<file path="src/rtl/mips_pkg.sv">
// Shared definitions for the single-cycle MIPS core: opcodes, functs, ALU ops, control word.
// The optional jal/jr support is selected by MIPS_JAL_JR_EN in mips_single_cycle.
package mips_pkg;

    localparam logic [5:0] OP_RTYPE = 6'h00;
    localparam logic [5:0] OP_J     = 6'h02;
    localparam logic [5:0] OP_JAL   = 6'h03;
    localparam logic [5:0] OP_BEQ   = 6'h04;
    localparam logic [5:0] OP_ADDI  = 6'h08;
    localparam logic [5:0] OP_SLTI  = 6'h0A;
    localparam logic [5:0] OP_LW    = 6'h23;
    localparam logic [5:0] OP_SW    = 6'h2B;

    localparam logic [5:0] FN_JR    = 6'h08;
    localparam logic [5:0] FN_ADD   = 6'h20;
    localparam logic [5:0] FN_SUB   = 6'h22;
    localparam logic [5:0] FN_AND   = 6'h24;
    localparam logic [5:0] FN_OR    = 6'h25;
    localparam logic [5:0] FN_SLT   = 6'h2A;

    typedef enum logic [2:0] {
        ALU_ADD,
        ALU_SUB,
        ALU_AND,
        ALU_OR,
        ALU_SLT
    } alu_op_e;

    typedef struct packed {
        logic RegDst;
        logic ALUSrc;
        logic MemtoReg;
        logic RegWrite;
        logic MemRead;
        logic MemWrite;
        logic Branch;
        logic Jump;
    } ctrl_t;

    localparam ctrl_t CTRL_NOP = '0;

    function automatic logic [31:0] sext16(input logic [15:0] v);
        return {{16{v[15]}}, v};
    endfunction

endpackage

</file>
<file path="src/rtl/mips_alu.sv">
// 32-bit integer ALU for the single-cycle MIPS core; results wrap, no overflow trap.
module mips_alu
    import mips_pkg::*;
(
    input  logic [31:0] a_i,
    input  logic [31:0] b_i,
    input  alu_op_e     op_i,
    output logic [31:0] result_o,
    output logic        zero_o
);

    always_comb begin
        result_o = '0;
        case (op_i)
            ALU_ADD: result_o = a_i + b_i;
            ALU_SUB: result_o = a_i - b_i;
            ALU_AND: result_o = a_i & b_i;
            ALU_OR:  result_o = a_i | b_i;
            ALU_SLT: result_o = {31'b0, $signed(a_i) < $signed(b_i)};
            default: result_o = '0;
        endcase
    end

    assign zero_o = (result_o == '0);

endmodule

</file>
<file path="src/rtl/mips_single_cycle.sv">
// Single-cycle MIPS core: PC, register file, decoder and next-PC logic around mips_alu.
// Define MIPS_JAL_JR_EN to add jal/jr; without it both decode as NOP.
module mips_single_cycle
    import mips_pkg::*;
#(
    parameter logic [31:0] PC_RESET = 32'h0000_0000,
    parameter int unsigned NUM_REGS = 32
) (
    input  logic        clk,
    input  logic        rst,
    output logic        MemRead,
    output logic        MemWrite,
    output logic [31:0] InstAddr,
    output logic [31:0] DataAddr,
    output logic [31:0] WriteMem,
    input  logic [31:0] Inst,
    input  logic [31:0] MemOut,
    output logic [31:0] inn,
    output logic [5:0]  oppc,
    output logic        rgw
);

    logic [31:0] pc_q, pc_d;
    logic [31:0] regs_q [NUM_REGS];

    logic [5:0]  opcode, funct;
    logic [4:0]  rs_idx, rt_idx, rd_idx, wr_idx;
    logic [31:0] imm_sext, rs_val, rt_val, alu_b, alu_y, wr_data;
    logic [31:0] pc_plus4, br_target, jmp_target;
    logic        alu_zero, link, jump_reg, reg_we;
    ctrl_t       ctrl;
    alu_op_e     alu_op;

    assign opcode   = Inst[31:26];
    assign rs_idx   = Inst[25:21];
    assign rt_idx   = Inst[20:16];
    assign rd_idx   = Inst[15:11];
    assign funct    = Inst[5:0];
    assign imm_sext = sext16(Inst[15:0]);

    // Index 0 and any index beyond the implemented file read as zero.
    assign rs_val = (rs_idx == '0 || 32'(rs_idx) >= NUM_REGS) ? '0 : regs_q[rs_idx];
    assign rt_val = (rt_idx == '0 || 32'(rt_idx) >= NUM_REGS) ? '0 : regs_q[rt_idx];

    always_comb begin
        ctrl     = CTRL_NOP;
        alu_op   = ALU_ADD;
        link     = 1'b0;
        jump_reg = 1'b0;
        case (opcode)
            OP_RTYPE: begin
                ctrl.RegDst   = 1'b1;
                ctrl.RegWrite = 1'b1;
                case (funct)
                    FN_ADD: alu_op = ALU_ADD;
                    FN_SUB: alu_op = ALU_SUB;
                    FN_AND: alu_op = ALU_AND;
                    FN_OR:  alu_op = ALU_OR;
                    FN_SLT: alu_op = ALU_SLT;
`ifdef MIPS_JAL_JR_EN
                    FN_JR: begin
                        ctrl     = CTRL_NOP;
                        jump_reg = 1'b1;
                    end
`endif
                    default: ctrl = CTRL_NOP;
                endcase
            end
            OP_ADDI: begin
                ctrl.ALUSrc   = 1'b1;
                ctrl.RegWrite = 1'b1;
            end
            OP_SLTI: begin
                ctrl.ALUSrc   = 1'b1;
                ctrl.RegWrite = 1'b1;
                alu_op        = ALU_SLT;
            end
            OP_LW: begin
                ctrl.ALUSrc   = 1'b1;
                ctrl.MemtoReg = 1'b1;
                ctrl.RegWrite = 1'b1;
                ctrl.MemRead  = 1'b1;
            end
            OP_SW: begin
                ctrl.ALUSrc   = 1'b1;
                ctrl.MemWrite = 1'b1;
            end
            OP_BEQ: begin
                ctrl.Branch = 1'b1;
                alu_op      = ALU_SUB;
            end
            OP_J: ctrl.Jump = 1'b1;
`ifdef MIPS_JAL_JR_EN
            OP_JAL: begin
                ctrl.Jump     = 1'b1;
                ctrl.RegWrite = 1'b1;
                link          = 1'b1;
            end
`endif
            default: ctrl = CTRL_NOP;
        endcase
    end

    assign alu_b = ctrl.ALUSrc ? imm_sext : rt_val;

    mips_alu u_alu (
        .a_i      (rs_val),
        .b_i      (alu_b),
        .op_i     (alu_op),
        .result_o (alu_y),
        .zero_o   (alu_zero)
    );

    assign pc_plus4   = pc_q + 32'd4;
    assign br_target  = pc_plus4 + (imm_sext << 2);
    assign jmp_target = {pc_plus4[31:28], Inst[25:0], 2'b00};

    always_comb begin
        pc_d = pc_plus4;
        if (jump_reg)
            pc_d = rs_val;
        else if (ctrl.Jump)
            pc_d = jmp_target;
        else if (ctrl.Branch && alu_zero)
            pc_d = br_target;
    end

    assign wr_idx  = link ? 5'd31 : (ctrl.RegDst ? rd_idx : rt_idx);
    assign wr_data = link ? pc_plus4 : (ctrl.MemtoReg ? MemOut : alu_y);
    assign reg_we  = ctrl.RegWrite && (wr_idx != '0) && (32'(wr_idx) < NUM_REGS);

    always_ff @(posedge clk or negedge rst) begin
        if (!rst)
            pc_q <= PC_RESET;
        else
            pc_q <= pc_d;
    end

    always_ff @(posedge clk or negedge rst) begin
        if (!rst)
            regs_q <= '{default: '0};
        else if (reg_we)
            regs_q[wr_idx] <= wr_data;
    end

    assign InstAddr = pc_q;
    assign DataAddr = rs_val + imm_sext;
    assign WriteMem = rt_val;
    assign MemRead  = ctrl.MemRead;
    assign MemWrite = ctrl.MemWrite & rst;
    assign inn      = Inst;
    assign oppc     = opcode;
    assign rgw      = ctrl.RegWrite;

endmodule

</file>
<file path="config.mk">
export PLATFORM = sky130hd
export DESIGN_NAME = mips_single_cycle
export DESIGN_NICKNAME = d
export VERILOG_FILES = /design/src/rtl/mips_pkg.sv /design/src/rtl/mips_alu.sv /design/src/rtl/mips_single_cycle.sv
export SDC_FILE = /design/constraint.sdc
export NUM_CORES = 2
export LEC_CHECK = 0
export CAP_MARGIN = 5
export CORE_AREA = 2 2 464 466
export CTS_BUF_LIST = sky130_fd_sc_hd__clkbuf_16
export CTS_CLUSTER_SIZE = 28
export DETAILED_ROUTE_END_ITERATION = 8
export DIE_AREA = 0 0 466 468
export GPL_TIMING_DRIVEN = 0
export HOLD_SLACK_MARGIN = 0.03
export REMOVE_ABC_BUFFERS = 1
export SLEW_MARGIN = 20
export SYNTH_ARGS = -nofsm -noshare
export SYNTH_HDL_FRONTEND = slang
export SYNTH_SLANG_ARGS = --single-unit
</file>
<file path="constraint.sdc">
create_clock -name clk -period 28.7 [get_ports clk]
set_input_delay 5.74 -clock clk [delete_from_list [all_inputs] [get_ports clk]]
set_output_delay 5.74 -clock clk [all_outputs]
set_load 0.02 [all_outputs]
</file>
---- Word level (Yosys, flattened, before mapping) ----
Index checks and enable logic that the tools add are counted.
storage, ports and cells
  bits in writable memories ............... 0
  memories kept ........................... 0
  output and inout port bits .............. 137
  flip-flop bits (word level) ............. 1056
  ROM bits ................................ 0
  bits in latches ......................... 0
operators by class
  add/sub/neg operators ................... 5
  shift operators ......................... 0
  multiply operators ...................... 0
  reductions and logical operators ........ 12
  bitwise operators ....................... 6
  mux-type cells .......................... 28
  eq/ne operators ......................... 15
  divide/modulo/power cells ............... 0
  $lt $le $gt $ge ......................... 5
operators by type and width
  operator                                                               count
  1024-bit bitwise mux                                                   1
  32-bit 2-to-1 mux                                                      11
  32-bit binary-select mux with 5-bit select                             2
  32-bit demux with 5-bit select                                         1
  32-bit one-hot mux with 5 select lines                                 1
  32-bit adder                                                           3
  6-bit equality test, second input constant                             7
  32-bit by 3-bit adder with 32-bit output, second input constant        1
  32-bit AND                                                             1
  32-bit zero test                                                       1
  32-bit < comparator                                                    1
  32-bit OR                                                              1
  32-bit subtractor                                                      1
  6-bit greater-or-equal comparator, second input constant               3
  5-bit inverter with 6-bit output                                       3
  1-bit one-hot mux with 2 select lines                                  7
  6-bit by 4-bit equality test with 1-bit output, second input constant  2
  3-bit one-hot mux with 4 select lines                                  1
  5-bit zero test                                                        2
  3-bit one-hot mux with 3 select lines                                  1
  8-bit 2-to-1 mux                                                       1
  3-bit by 2-bit equality test with 1-bit output, second input constant  2
  6-bit by 2-bit equality test with 1-bit output, second input constant  1
  6-bit by 3-bit equality test with 1-bit output, second input constant  1
  other kinds (13)                                                       15

---- Logic depth before layout (Yosys ltp) ----
  word-level depth ........................ 12
  mapped depth ............................ 29
  depth with buffers taken out ............ 21

---- Cells and area by module ----
Synthesis repeated with hierarchy kept, for this count alone.
unflattened totals
  cells, all modules ...................... 6301
  area total of the unflattened synthesis .. 64863.5 um^2
by module, submodules not included
  module             instances  cells each  area each (um^2)  sequential area each (um^2)
  mips_single_cycle  1          5497        59634.7           26375.3
  mips_alu           1          804         5228.8            0.0

---- Worst setup path before layout ----
OpenSTA, ideal clock, no wires.
  kind .................................... input-to-output
  from .................................... in Inst[21]
  to ...................................... out DataAddr[30]
  data required time ...................... 22.960 ns
  buffers on the path ..................... 7
  slack ................................... 11.511 ns
  cell stages on the path ................. 23
  data arrival time ....................... 11.449 ns
  path through ............................ clkbuf_1 buf_2 buf_2 buf_2 clkbuf_1 buf_2 buf_2 mux2i_1 o22ai_1 nor3_1 nor3_1 ha_1 fa_1 a21o_1 a21oi_1 o211ai_1 a21oi_1 o41ai_1 a211o_1 a211o_1 a221o_1 a21oi_1 xnor2_1
on the way
  word-level cells in the longest chain between the ends .. 6
RTL lines
  element                                                 line                      source
  start, declared                                         mips_single_cycle.sv:16   input logic [31:0] Inst,
  5-bit inverter with 6-bit output (implied by the code)  mips_single_cycle.sv:42   assign rs_val = (rs_idx == '0 || 32'(rs_idx) >= NUM_REGS) ? '0 : regs_q[rs_idx];
  32-bit binary-select mux with 5-bit select              mips_single_cycle.sv:42
  32-bit 2-to-1 mux (implied by the code) (2 in series)   mips_single_cycle.sv:42
  32-bit 2-to-1 mux (*)                                   mips_single_cycle.sv:42
  32-bit adder (*)                                        mips_single_cycle.sv:147  assign DataAddr = rs_val + imm_sext;
  end, declared                                           mips_single_cycle.sv:14   output logic [31:0] DataAddr,
Mark *: on every way between the ends. The rest lies on a longest branch, timed or not. The select of a mux whose other input is x is not followed.

---- Worst setup path after layout ----
  from .................................... in Inst[21]
  to ...................................... out DataAddr[31]
The elaborated chain is that of the path after synthesis.

==> impl_metrics.py <==
metrics = {
    "die": {
        "rows": 170,
        "die_w_um": 466,
        "die_y_um": 468,
        "die_area_mm2": 0.218,
        "initial_utilization": 0.298,
        "fp.coreArea_mm2": 0.213,
        "io_pins": 203,
    },
    "sta": {
        "skew_ns": 0.0514,
        "fin_ws_ns": 9.23,
        "setup_viol": 0,
        "finalCritPeriodShare": 0.678,
        "tns_ns": 0,
        "worst_slew_pin_slew_ns": 1.24,
        "hold_viol_final": 0,
        "slew_viol_final": 0,
        "relSlewSlack": 0.167,
        "rsz0062_at_grt": "no",
        "fmax_mhz": 51.4,
        "fin_crit_ns": 19.47,
    },
    "logic_synthesis": {
        "ys_warn_count": 0,
        "synth_cell_types": 89,
        "ys_seq_area_frac": 0.415,
        "ys_async_sr_fraction": 1.00,
        "ys_top_cells_by_area": "dfrtp_1 42%, mux4_2 20%, o21ai_0 8.5%",
        "yosys-top-cells-count": "1165 x nand2_1, 1075 x o21ai_0, 1054 x dfrtp_1, 562 x mux4_2, 477 x clkbuf_1",
        "synthCells": 6148,
        "synth_top_area_share": 0.415,
        "yosysTopAreaCell": "dfrtp_1",
        "yosysMostFrequentCell": "nand2_1",
        "ys_ff_latch": 1054,
        "synth_edf_count": 0,
        "synth_area_mm2": 0.0635,
        "avgSynthCellArea_um2": 10.3,
        "synth_flop_cell": "dfrtp_1",
    },
    "final_layout": {
        "fillerInstances": 21078,
        "regArea_mm2": 0.0264,
        "layout-drive-gt1-share": 0.171,
        "syn_to_final_growth_pct": 15.5,
        "multiInputGateArea_mm2": 0.0349,
        "instances_no_fill": 8920,
        "fin_nets": 6206,
        "stdcell_area_mm2": 0.0734,
    },
    "clocking": {
        "htreeDepth": 3,
        "postCtsSetupRepairBufs": 0,
        "cts_buffers": 117,
        "numClockSinks": 1054,
        "clockBufferDepth": 3,
        "cts_hold_repair.buffers": 0,
        "clock_latency_ns": 0.79,
        "cts_tree": "built",
        "cts-root-buf": "clkbuf_16",
        "clkTransAtPathRegs_ns": 0.06,
        "cts_resized": 0,
    },
    "min_path": {
        "whs_path_depth": 0,
        "min_to": "regs_q[1018]",
        "worstHoldPathType": "reg2reg",
        "min_from": "regs_q[1018]",
    },
    "global_route": {
        "grtUsageTotal": 0.206,
        "grt_pass1_wl_um": 338000,
        "antenna_found_initial": 4,
        "grt_overflow_total": 0,
        "grt_pass1_vias": 50103,
        "grt_max_degree": 144,
    },
    "place": {
        "post-place-ws_ns": 9.23,
        "placed_area_mm2": 0.0696,
        "detailed_place_hpwl_um": 149000,
        "place_inst": 8698,
        "gp_congestion": 0.933,
        "portBuffers": 200,
    },
    "drt": {
        "wl_um": 228000,
        "dr.pass1.iters": 6,
        "route.detailed.drc": 0,
        "drtIter0Drc": 5812,
        "vias_per_cell": 5.70,
        "vias": 50810,
        "post_drt_wl_per_cell_um": 25.5,
        "final_antenna_net_count": 0,
    },
    "power": {
        "ir_drop_mv": 0.0501,
        "power_mw": 3.57,
        "p_per_area_mw_per_mm2": 48.7,
        "p_leak_nw": 31.4,
    },
    "setup_path": {
        "startpoint": "Inst[21]",
        "crit_arrival_ns": 13.73,
        "crit_type": "in2out",
        "cp-start-kind": "primary input",
        "r2r_start": "regs_q[273]",
        "crit_path_end_kind": "output pin",
        "r2r_slack_ns": 21.08,
        "reg2reg_depth": 18,
        "reg2reg_to": "InstAddr[30]",
        "worstPathRequired_ns": 22.96,
        "crit_fanout": 58,
    },
    "outcome": {
        "status": "finished clean",
    },
    "run": {
        "cap_violations": 0,
    },
}
[sequential cells by signal, indices dropped and copies added, names as in the netlist]
register  flops
regs_q     1024
InstAddr     30
[worst max-delay path, stage by stage]
cell and delay, ns:
buf_8 0.29, buf_16 0.45, buf_16 0.43, buf_16 0.34, buf_16 0.34, mux4_2 0.58, mux2_2 0.28, a221oi_1 0.28
nor3_2 0.19, ha_1 0.30, a21o_1 0.15, a21oi_1 0.28, o21ai_0 0.14, a31oi_1 0.33, o21ai_0 0.27, o211ai_1 0.93
o21ai_0 0.30, a21oi_1 0.30, a21oi_1 0.15, a21o_1 0.20, a21oi_1 0.17, xnor2_1 0.26, clkdlybuf4s50_1 0.72
[layout make-up]
cell class,count,share of cell area
antenna,1,0.0000341
clock buffer,118,0.0402
clock inverter,103,0.0110
inverter,115,0.00592
multi-input combinational,4375,0.476
sequential,1054,0.359
tap,2838,0.0484
timing repair buffer,316,0.0590
[report_power, final]
| group | internal [mW] | switching, mW | leakage [nW] |
|---|---|---|---|
| logic | 0.195 | 0.333 | 14.8 |
| clock network | 0.836 | 0.657 | 1.92 |
| registers | 1.52 | 0.0283 | 14.7 |
[stage by stage]
stage,hold slack (ns),util
floorplan,0.365,-
global placement,0.376,0.312
detailed placement,0.382,0.326
CTS,0.397,0.344
global route,0.410,0.344
finish,0.394,0.344
[kinds of logic after synthesis]
logic type / Yosys count / share of synthesized area
AOI/OAI and AO/OA: 1607 / 0.145
xor gates and xnor gates: 93 / 0.0128
adders and majority gates: 161 / 0.0322
buffers and inverters: 720 / 0.0457
DFF: 1054 / 0.415
muxes: 766 / 0.232
other: 1 / 0.0000590
and+or+nand+nor: 1746 / 0.117
[cells in the final DEF (no fill, tap or decap), types with 29 or more instances in the layout]
master and n:
nor4_1 33, xor2_1 32, clkbuf_16 118, nor3_1 72, mux4_2 562, clkinv_1 29, nand2_1 1130, ha_1 157
mux2i_1 143, a21o_1 55, buf_16 58, clkdlybuf4s50_1 188, o21ai_0 1063, nand2_4 33, a21oi_1 164, nor2_1 212
nand3_1 43, inv_1 133, xnor2_1 61, nor2b_1 35, mux2_2 45, dfrtp_1 1054, o22ai_1 37
[worst max-delay path by stage]
stage               cells after the start            to
floorplan                              15  DataAddr[30]
global placement                       18  DataAddr[20]
detailed placement                     23  DataAddr[31]
CTS                                    23  DataAddr[31]
global route                           23  DataAddr[31]
finish                                 23  DataAddr[31]
[routing by layer]
metal,global-route usage,up-vias,share of wire
met3,0.0365,456,0.086
met5,0,-,0
met1,0.284,25940,0.42
met2,0.315,2402,0.44
li1,-,22012,-
met4,0.0971,0,0.052
Power figures use the tool's default switching activity.
